[config.mk]
export PLATFORM = sky130hd
export DESIGN_NAME = vga_sync_decoder
export DESIGN_NICKNAME = d
export VERILOG_FILES = /design/src/rtl/vga_timing_pkg.sv /design/src/rtl/vga_edge_detect.sv /design/src/rtl/vga_sync_decoder.sv
export SDC_FILE = /design/constraint.sdc
export NUM_CORES = 1
export LEC_CHECK = 0
export ABC_AREA = 0
export CORE_MARGIN = 1.5
export CORE_UTILIZATION = 55
export DETAILED_ROUTE_END_ITERATION = 6
export GPL_TIMING_DRIVEN = 0
export PLACE_DENSITY = 0.82
export SKIP_CTS_REPAIR_TIMING = 1
export SLEW_MARGIN = 20
export SYNTH_ARGS = -nofsm -noshare
export SYNTH_HDL_FRONTEND = slang
export SYNTH_SLANG_ARGS = --single-unit
export TNS_END_PERCENT = 50
[constraint.sdc]
create_clock -name VGA_CLK -period 3.52 [get_ports VGA_CLK]
set_input_delay 0.88 -clock VGA_CLK [delete_from_list [all_inputs] [get_ports VGA_CLK]]
set_output_delay 0.88 -clock VGA_CLK [all_outputs]
set_load 0.01 [all_outputs]
[src/rtl/vga_timing_pkg.sv]
// 640x480@60 timing constants shared by the display-side generator and the sync decoder,
// plus the decoder's lock FSM encoding.
package vga_timing_pkg;

    localparam int VGA_H_ACTIVE = 640;
    localparam int VGA_H_FP     = 16;
    localparam int VGA_H_SYNC   = 96;
    localparam int VGA_H_BP     = 48;
    localparam int VGA_H_TOTAL  = VGA_H_ACTIVE + VGA_H_FP + VGA_H_SYNC + VGA_H_BP;

    localparam int VGA_V_ACTIVE = 480;
    localparam int VGA_V_FP     = 10;
    localparam int VGA_V_SYNC   = 2;
    localparam int VGA_V_BP     = 33;
    localparam int VGA_V_TOTAL  = VGA_V_ACTIVE + VGA_V_FP + VGA_V_SYNC + VGA_V_BP;

    localparam logic [10:0] H_CNT_MAX = 11'h7FF;

    typedef enum logic [1:0] {
        ST_SEARCH  = 2'd0,
        ST_MEASURE = 2'd1,
        ST_LOCKED  = 2'd2
    } sync_state_t;

endpackage

[src/rtl/vga_edge_detect.sv]
// One-flop input capture normalised to active-high, with rise/fall pulses taken
// against a second flop.
module vga_edge_detect #(
    parameter logic POL = 1'b0
) (
    input  logic clk,
    input  logic rst,
    input  logic din,
    output logic level,
    output logic rise,
    output logic fall
);

    logic level_d;

    always_ff @(posedge clk or posedge rst) begin
        if (rst) begin
            level   <= 1'b0;
            level_d <= 1'b0;
        end else begin
            level   <= (din == POL);
            level_d <= level;
        end
    end

    assign rise = level & ~level_d;
    assign fall = ~level & level_d;

endmodule

[src/rtl/vga_sync_decoder.sv]
// Recovers pixel coordinates from VGA sync/blank, measures line and frame timing,
// and locks after LOCK_FRAMES consecutive clean frames.
module vga_sync_decoder
    import vga_timing_pkg::*;
#(
    parameter int   H_ACTIVE    = VGA_H_ACTIVE,
    parameter int   H_TOTAL     = VGA_H_TOTAL,
    parameter int   V_ACTIVE    = VGA_V_ACTIVE,
    parameter int   V_TOTAL     = VGA_V_TOTAL,
    parameter int   LOCK_FRAMES = 2,
    parameter logic HS_POL      = 1'b0,
    parameter logic VS_POL      = 1'b0
) (
    input  logic        VGA_CLK,
    input  logic        RESET,
    input  logic        VGA_HS,
    input  logic        VGA_VS,
    input  logic        VGA_BLANK_N,
    output logic [9:0]  x,
    output logic [9:0]  y,
    output logic        pixel_valid,
    output logic        line_start,
    output logic        frame_start,
    output logic        locked,
    output logic        timing_error,
    output logic [10:0] h_meas,
    output logic [9:0]  v_meas,
    output logic [7:0]  err_count
);

    localparam logic [9:0]  X_LAST = 10'(H_ACTIVE - 1);
    localparam logic [10:0] H_TOT  = 11'(H_TOTAL);
    localparam logic [9:0]  V_TOT  = 10'(V_TOTAL);
    localparam logic [9:0]  Y_ACT  = 10'(V_ACTIVE);
    localparam logic [3:0]  GOOD_N = 4'(LOCK_FRAMES);

    logic hs_q, vs_q, de_q;
    logic hs_start, vs_start, de_rise, de_fall;
    logic hs_fall, vs_fall;
    logic unused_edges;

    logic [10:0] h_cnt, h_meas_nxt;
    logic [9:0]  v_cnt, v_meas_nxt;
    logic        h_armed, de_armed;
    logic        line_err, sat_err, de_err, frame_err, mismatch;

    sync_state_t state, state_nxt;
    logic [3:0]  good_cnt, good_nxt;

    vga_edge_detect #(.POL(HS_POL)) u_hs (
        .clk(VGA_CLK), .rst(RESET), .din(VGA_HS), .level(hs_q), .rise(hs_start), .fall(hs_fall));
    vga_edge_detect #(.POL(VS_POL)) u_vs (
        .clk(VGA_CLK), .rst(RESET), .din(VGA_VS), .level(vs_q), .rise(vs_start), .fall(vs_fall));
    vga_edge_detect #(.POL(1'b1)) u_de (
        .clk(VGA_CLK), .rst(RESET), .din(VGA_BLANK_N), .level(de_q), .rise(de_rise), .fall(de_fall));

    assign unused_edges = hs_fall ^ vs_fall ^ hs_q ^ vs_q;

    // h_meas saturates with h_cnt so a lost sync reads back as 2047, not a wrapped 0
    assign h_meas_nxt = (h_cnt == H_CNT_MAX) ? H_CNT_MAX : h_cnt + 11'd1;
    assign v_meas_nxt = hs_start ? v_cnt + 10'd1 : v_cnt;

    // armed flags keep the partial line/run seen straight after reset out of the checks
    assign line_err  = hs_start & h_armed & (h_meas_nxt != H_TOT);
    assign sat_err   = (h_cnt == H_CNT_MAX);
    assign de_err    = de_armed & ((de_q & ~de_rise & (x == X_LAST)) |
                                   (de_fall & (x != X_LAST)));
    assign frame_err = vs_start & ((v_meas_nxt != V_TOT) | (y != Y_ACT));
    assign mismatch  = (state != ST_SEARCH) & (line_err | sat_err | de_err | frame_err);

    always_ff @(posedge VGA_CLK or posedge RESET) begin
        if (RESET) begin
            h_cnt       <= '0;
            v_cnt       <= '0;
            h_meas      <= '0;
            v_meas      <= '0;
            h_armed     <= 1'b0;
            de_armed    <= 1'b0;
            x           <= '0;
            y           <= '0;
            pixel_valid <= 1'b0;
            line_start  <= 1'b0;
            frame_start <= 1'b0;
            err_count   <= '0;
        end else begin
            if (hs_start) begin
                h_cnt   <= '0;
                h_meas  <= h_meas_nxt;
                h_armed <= 1'b1;
            end else if (h_cnt != H_CNT_MAX) begin
                h_cnt <= h_cnt + 11'd1;
            end

            if (vs_start) begin
                v_cnt  <= '0;
                v_meas <= v_meas_nxt;
            end else if (hs_start) begin
                v_cnt <= v_cnt + 10'd1;
            end

            if (de_rise) begin
                x        <= '0;
                de_armed <= 1'b1;
            end else if (de_q) begin
                x <= x + 10'd1;
            end

            if (vs_start)     y <= '0;
            else if (de_fall) y <= y + 10'd1;

            pixel_valid <= de_q & locked;
            line_start  <= de_rise & locked;
            frame_start <= de_rise & locked & (y == 10'd0);

            if (timing_error && err_count != 8'hFF) err_count <= err_count + 8'd1;
        end
    end

    always_ff @(posedge VGA_CLK or posedge RESET) begin
        if (RESET) begin
            state    <= ST_SEARCH;
            good_cnt <= '0;
        end else begin
            state    <= state_nxt;
            good_cnt <= good_nxt;
        end
    end

    always_comb begin
        state_nxt = state;
        good_nxt  = good_cnt;
        case (state)
            ST_SEARCH: begin
                if (vs_start) begin
                    state_nxt = ST_MEASURE;
                    good_nxt  = '0;
                end
            end
            ST_MEASURE: begin
                if (mismatch) begin
                    state_nxt = ST_SEARCH;
                end else if (vs_start) begin
                    good_nxt = good_cnt + 4'd1;
                    if (good_nxt == GOOD_N) state_nxt = ST_LOCKED;
                end
            end
            ST_LOCKED: begin
                if (mismatch) state_nxt = ST_SEARCH;
            end
            default: state_nxt = ST_SEARCH;
        endcase
    end

    always_comb begin
        locked       = (state == ST_LOCKED);
        timing_error = (state == ST_LOCKED) & mismatch;
    end

endmodule

Yosys cells after proc, flatten, opt, wreduce, memory -nomap -nowiden
Index checks and enable logic that the tools add are counted.
{"block": "totals", "latch_bits": 0, "reg_bits": 87, "mem_bits_ro": 0, "ram_bits": 0, "memories": 0, "word_cells": 100}
{"block": "op_classes", "n_eq_ne": 17, "mux": 19, "n_div": 0, "addsub": 6, "n_reduce_logical": 10, "mul": 0, "bitwise": 28, "shifts": 0, "magnitude_cmp": 0}
{"cell": "$mux W10", "count": 6}
{"cell": "$mux W11", "count": 3}
{"cell": "$add A10 B1 Y10 const B", "count": 3}
{"cell": "$ne A10 B10 Y1 const B", "count": 2}
{"cell": "$and A1 B1 Y1", "count": 16}
{"cell": "$mux W4", "count": 3}
{"cell": "$add A11 B1 Y11 const B", "count": 1}
{"cell": "$eq A11 B11 Y1 const B", "count": 1}
{"cell": "$ne A11 B10 Y1 const B", "count": 1}
{"cell": "$ne A11 B11 Y1 const B", "count": 1}
{"cell": "$eq A10 B10 Y1 const B", "count": 1}
{"cell": "$logic_not A10 Y1", "count": 1}
{"cell": "$mux W2", "count": 5}
{"cell": "$ne A10 B9 Y1 const B", "count": 1}
{"cell": "$reduce_bool A2 Y1", "count": 5}
{"cell": "$add A8 B1 Y8 const B", "count": 1}
{"cell": "$ne A8 B8 Y1 const B", "count": 1}
{"cell": "$pmux W4 S2", "count": 1}
{"cell": "$reduce_and A4 Y1", "count": 2}
{"cell": "$not A1 Y1", "count": 7}
{"cell": "$ne A2 B2 Y1 const B", "count": 3}
{"cell": "$ne A3 B3 Y1 const B", "count": 2}
{"cell": "$pmux W2 S3", "count": 1}
{"cell": "$or A1 B1 Y1", "count": 5}
{"cell": "other kinds (7)", "count": 7}

Longest topological paths before layout
Gate-level depths: netlist (run 1).
{"block": "logic_depth", "depth_word": 12, "depth_mapped": 10, "mapped_depth_nobuf": 9}

Cells and area by module
Synthesis (run 1) repeated with hierarchy kept, for this count alone.
{"block": "hier_totals", "cells_unflattened": 418, "hier_area_um2": 4169.0}
{"mod": "vga_sync_decoder", "seq_area_each_um2": 2026.9, "area_each_um2": 3955.0, "cells_each": 401, "n_inst": 1}
{"mod": "vga_edge_detect (u_hs ...)", "seq_area_each_um2": 50.0, "area_each_um2": 72.6, "cells_each": 6, "n_inst": 2}
{"mod": "vga_edge_detect (u_de)", "seq_area_each_um2": 50.0, "area_each_um2": 68.8, "cells_each": 5, "n_inst": 1}

Least setup slack after synthesis (run 1)
OpenSTA, ideal clock, no wires.
{"block": "synth_path", "path_type": "reg2out", "from": "reg v_cnt[0]", "to": "out timing_error", "slack_ns": 0.468, "stages_incl_launch_ff": 9, "arrival_time_ns": 2.172, "path_cell_list": "dfrtp_1 -> ha_1 -> or3_1 -> a2111oi_2 -> nand3b_1 -> o31ai_4 -> and3_4 -> buf_6 -> nor2_1"}
{"block": "synth_via", "elab_chain_len": 8}
{"element": "start, declared", "line_no": "vga_sync_decoder.sv:43", "rtl": "logic [9:0] v_cnt, v_meas_nxt;"}
{"element": "start signal, assigned", "line_no": "vga_sync_decoder.sv:98", "rtl": "v_cnt <= v_cnt + 10'd1;"}
{"element": "$add A10 B1 Y10", "line_no": "vga_sync_decoder.sv:61", "rtl": "assign v_meas_nxt = hs_start ? v_cnt + 10'd1 : v_cnt;"}
{"element": "$mux W10 *"}
{"element": "$ne A10 B10 Y1 *", "line_no": "vga_sync_decoder.sv:68", "rtl": "assign frame_err = vs_start & ((v_meas_nxt != V_TOT) | (y != Y_ACT));"}
{"element": "$or A1 B1 Y1 *", "line_no": "vga_sync_decoder.sv:68"}
{"element": "$and A1 B1 Y1 *", "line_no": "vga_sync_decoder.sv:68"}
{"element": "$or A1 B1 Y1 *", "line_no": "vga_sync_decoder.sv:69", "rtl": "assign mismatch = (state != ST_SEARCH) & (line_err | sat_err | de_err | frame_err);"}
{"element": "$and A1 B1 Y1 *", "line_no": "vga_sync_decoder.sv:69"}
{"element": "$and A1 B1 Y1 *", "line_no": "vga_sync_decoder.sv:156", "rtl": "timing_error = (state == ST_LOCKED) & mismatch;"}
{"element": "end, declared", "line_no": "vga_sync_decoder.sv:25", "rtl": "output logic timing_error,"}
Every way passes the cells marked *; elsewhere a longest branch is shown, timed or not.

Final worst setup path (run 1)
Same ends and word-level chain as after synthesis.

==> results of run 1 <==
layer usage:
metal  vias up  routed length (um)  track usage
li1       1640                   -            -
met2        68                4800        0.402
met5         -                   0            0
met1      1700                4250        0.310
met3         6                 332       0.0345
met4         0                  71       0.0886
cells by family after synthesis:
kind of cell,Yosys count,share of synthesized area
AND/OR/NAND/NOR,192,0.231
flip-flops,87,0.517
AO/OA/AOI/OAI,63,0.0995
XOR/XNOR,34,0.0707
buffers and inverters,32,0.0338
multiplexers,9,0.0243
adder cells (fa/ha/maj),8,0.0238
sequential cells by signal, indices dropped and copies added (netlist names), 4 cells and up:
name	count
err_count	8
x	10
v_cnt	10
y	10
v_meas	10
good_cnt	4
h_cnt	11
h_meas	11
stage by stage:
stage | area [um^2] | setup TNS (ns) | setup slack, ns | hold WS (ns)
2_1_floorplan | 4210 | 0 | 0.390 | 0.352
3_3_place_gp | 4920 | -74.18 | -0.852 | 0.355
3_5_place_dp | 4940 | -0.360 | -0.360 | 0.368
4_1_cts | 5140 | -0.766 | -0.766 | 0.394
5_1_grt | 5290 | -0.142 | -0.142 | 0.408
6_report | 5290 | -0.0810 | -0.0810 | 0.395
power groups by stage:
| stage | sequential [mW] | combinational [mW] | clock, mW |
|---|---|---|---|
| after floorplan | 1.18 | 0.206 | 0 |
| after global placement | 1.17 | 0.354 | 0 |
| after detailed placement | 1.17 | 0.373 | 0 |
| after CTS | 1.15 | 0.375 | 0.723 |
| after global routing | 1.17 | 0.481 | 0.762 |
| final | 1.15 | 0.440 | 0.709 |
path summary, 6_finish.rpt:
kind                       cells past startpoint            to       start  slack, ns
hold reg to reg                                0  u_de.level_d  u_de.level       0.39
setup reg to reg                              11  err_count[1]    v_cnt[0]       0.50
setup / recovery                               8  timing_error    v_cnt[0]      -0.08
hold / removal                                 0  u_de.level_d  u_de.level       0.39
min in group asynchronous                      2     h_meas[3]       RESET       0.95
max in group asynchronous                      3      h_cnt[1]       RESET       1.95
worst max-delay path, delay by kind of cell, from the launching register on:
kind,cells,cell delay [ns]
AOI/OAI and AO/OA,2,0.62
adders and majority gates,1,0.25
buffers and inverters,1,0.15
DFF,1,0.45
and+or+nand+nor,4,0.88
layout make-up:
class | count | area (um^2)
Clock inverter | 5 | 57.6
Timing Repair Buffer | 72 | 693
Multi-Input combinational cell | 306 | 1960
Clock buffer | 11 | 141
Buffer | 15 | 71.3
Sequential cell | 87 | 2180
Tap cell | 99 | 124
Inverter | 16 | 62.6
Fill cell | 539 | 2040
cells in the final DEF (no fill, tap or decap), drive strengths merged, types with 7 or more instances in the layout:
cell type      netlist  routed
clkbuf              10      21
buf                  6      20
ha                   8       8
nand4                9       9
a21oi                7       7
nand3               28      28
nand2               49      49
nor2                52      52
dfrtp               87      87
inv                 16      16
xor2                20      20
clkdlybuf4s50        0      57
nor4                 7       7
o21ai               27      27
and3                11      11
xnor2               14      14
nand2b               7       7
==> metrics.csv, run 1 <==
stage,metric,value,unit
power,p_int,1.64,mW
floorplanning,io_pins,59,
yosys,synth_edf_count,0,
floorplanning,die_w,90.5,um
clock_tree,clk_latency,0.36,ns
place,place_inst,583,
sta,skew,0.0101,ns
sta,min_period_over_period,1.02,
floorplanning,initial_utilization,0.575,
global_route,antenna_found_initial,0,
yosys,synth_nets,438,
sta,relSlewSlack,0.591,
critical_path,start_kind,flop,
yosys,syn_area_per_cell,9.92,um^2
yosys,yosysSeqAreaShare,0.517,
power,finalPower,2.30,mW
sta,rsz0062_at_grt,yes,
power,clkPwrFrac,0.308,
clock_tree,clk_pin_slew,0.09,ns
finish,area_growth,25.5,%
critical_path,slowest_stage,dfrtp_2,
clock_tree,cts_tree,yes,
clock_tree,clock_sinks,87,
sta,tightest_slew,0.613,ns
yosys,netlist_area,4210,um^2
run_status,status,finished with violations,
critical_path,slowest_delay,0.45,ns
yosys,synthArstFlopShare,1.00,
floorplanning,dieArea,8200,um^2
finish,final_core_util,0.721,
place,port_buffers,58,
sta,final_max_slew_viol_count,0,
floorplanning,coreArea,7330,um^2
run_status,violations,setup timing,
clock_tree,cts_made_buffers,9,
yosys,yosysUniqueCellTypes,56,
yosys,synth.most_common_cell,dfrtp_1,
sta,hold_viol,0,
finish,drive_gt1_frac,0.117,
run,cap_violations,0,
critical_path,arrival,2.72,ns
sta,setup_viol,1,
yosys,synth-warning-count,0,
clock_tree,htree_levels,3,
yosys,netlist_top_cells_area,"dfrtp_1 (52%), nor2_1 (4.5%), nand2_1 (4.4%)",
global_route,grt-ovfl-total,0,
floorplanning,rows,31,
power,p_switching,0.665,mW
clock_tree,root_buffer,clkbuf_8,
routing,routed_wl,9460,um
place,gp_congestion,0.924,
routing,num_vias,3414,
power,switching_share,0.288,
finish,instances_no_fill,611,
finish,fin_nets,520,
sta,fmax,0.278,GHz
finish,num_antenna_cells,0,
global_route,grt_usage,0.238,
floorplanning,die_h,90.5,um
power,p_leak,2.32,nW
routing,drt_iter0_markers,204,
routing,viasPerCell,5.59,
sta,finalCriticalPeriod,3.60,ns
routing,ant_nets,0,
global_route,grt_pass1_wl,15700,um
yosys,synth_commonest_cells,"dfrtp_1 (87), nor2_1 (50), nand2_1 (49)",
yosys,yosysTopAreaCellShare,0.517,
critical_path,end_kind,output pin,
worst_hold_path,hold_path_class,flop to flop,
routing,routedWlPerCell,15.5,um
power,max-vdd-ir-drop,275,uV
clock_tree,clock_path_buffers,2,
critical_path,path_class,flop to output pin,
routing,drc,0,
power,seqPwrFrac,0.501,
global_route,grt_pass1_vias,3352,
place,hpwl,6400,um
sta,fin_ws,-0.0810,ns
power,power_density,436,nW/um^2
critical_path,path_cells,ha_4 > or3_4 > a2111oi_4 > nand3b_1 > o31ai_4 > and3_4 > nor2_2 > buf_2,
critical_path,required,2.64,ns
routing,first_pass_iters,4,
power,pwr-share-comb,0.191,
yosys,synth-seq-cells,87,
critical_path,cp_max_fo,5,
global_route,grt_max_degree,51,
yosys,ys.flop_type,dfrtp_1,
yosys,yosys.area.top_type,dfrtp_1,
yosys,syn_inst,425,
Note: power is estimated with default switching activity, not from simulation.
==> run 2: changes to the inputs <==
--- a/config.mk
+++ b/config.mk
@@ -6,6 +6,7 @@
 export NUM_CORES = 1
 export LEC_CHECK = 0
 export ABC_AREA = 0
+export CAP_MARGIN = 0
 export CORE_MARGIN = 1.5
 export CORE_UTILIZATION = 55
 export DETAILED_ROUTE_END_ITERATION = 6
==> results of run 2 <==
Same layout as run 1: the final DEF is identical, and so are final timing and power.
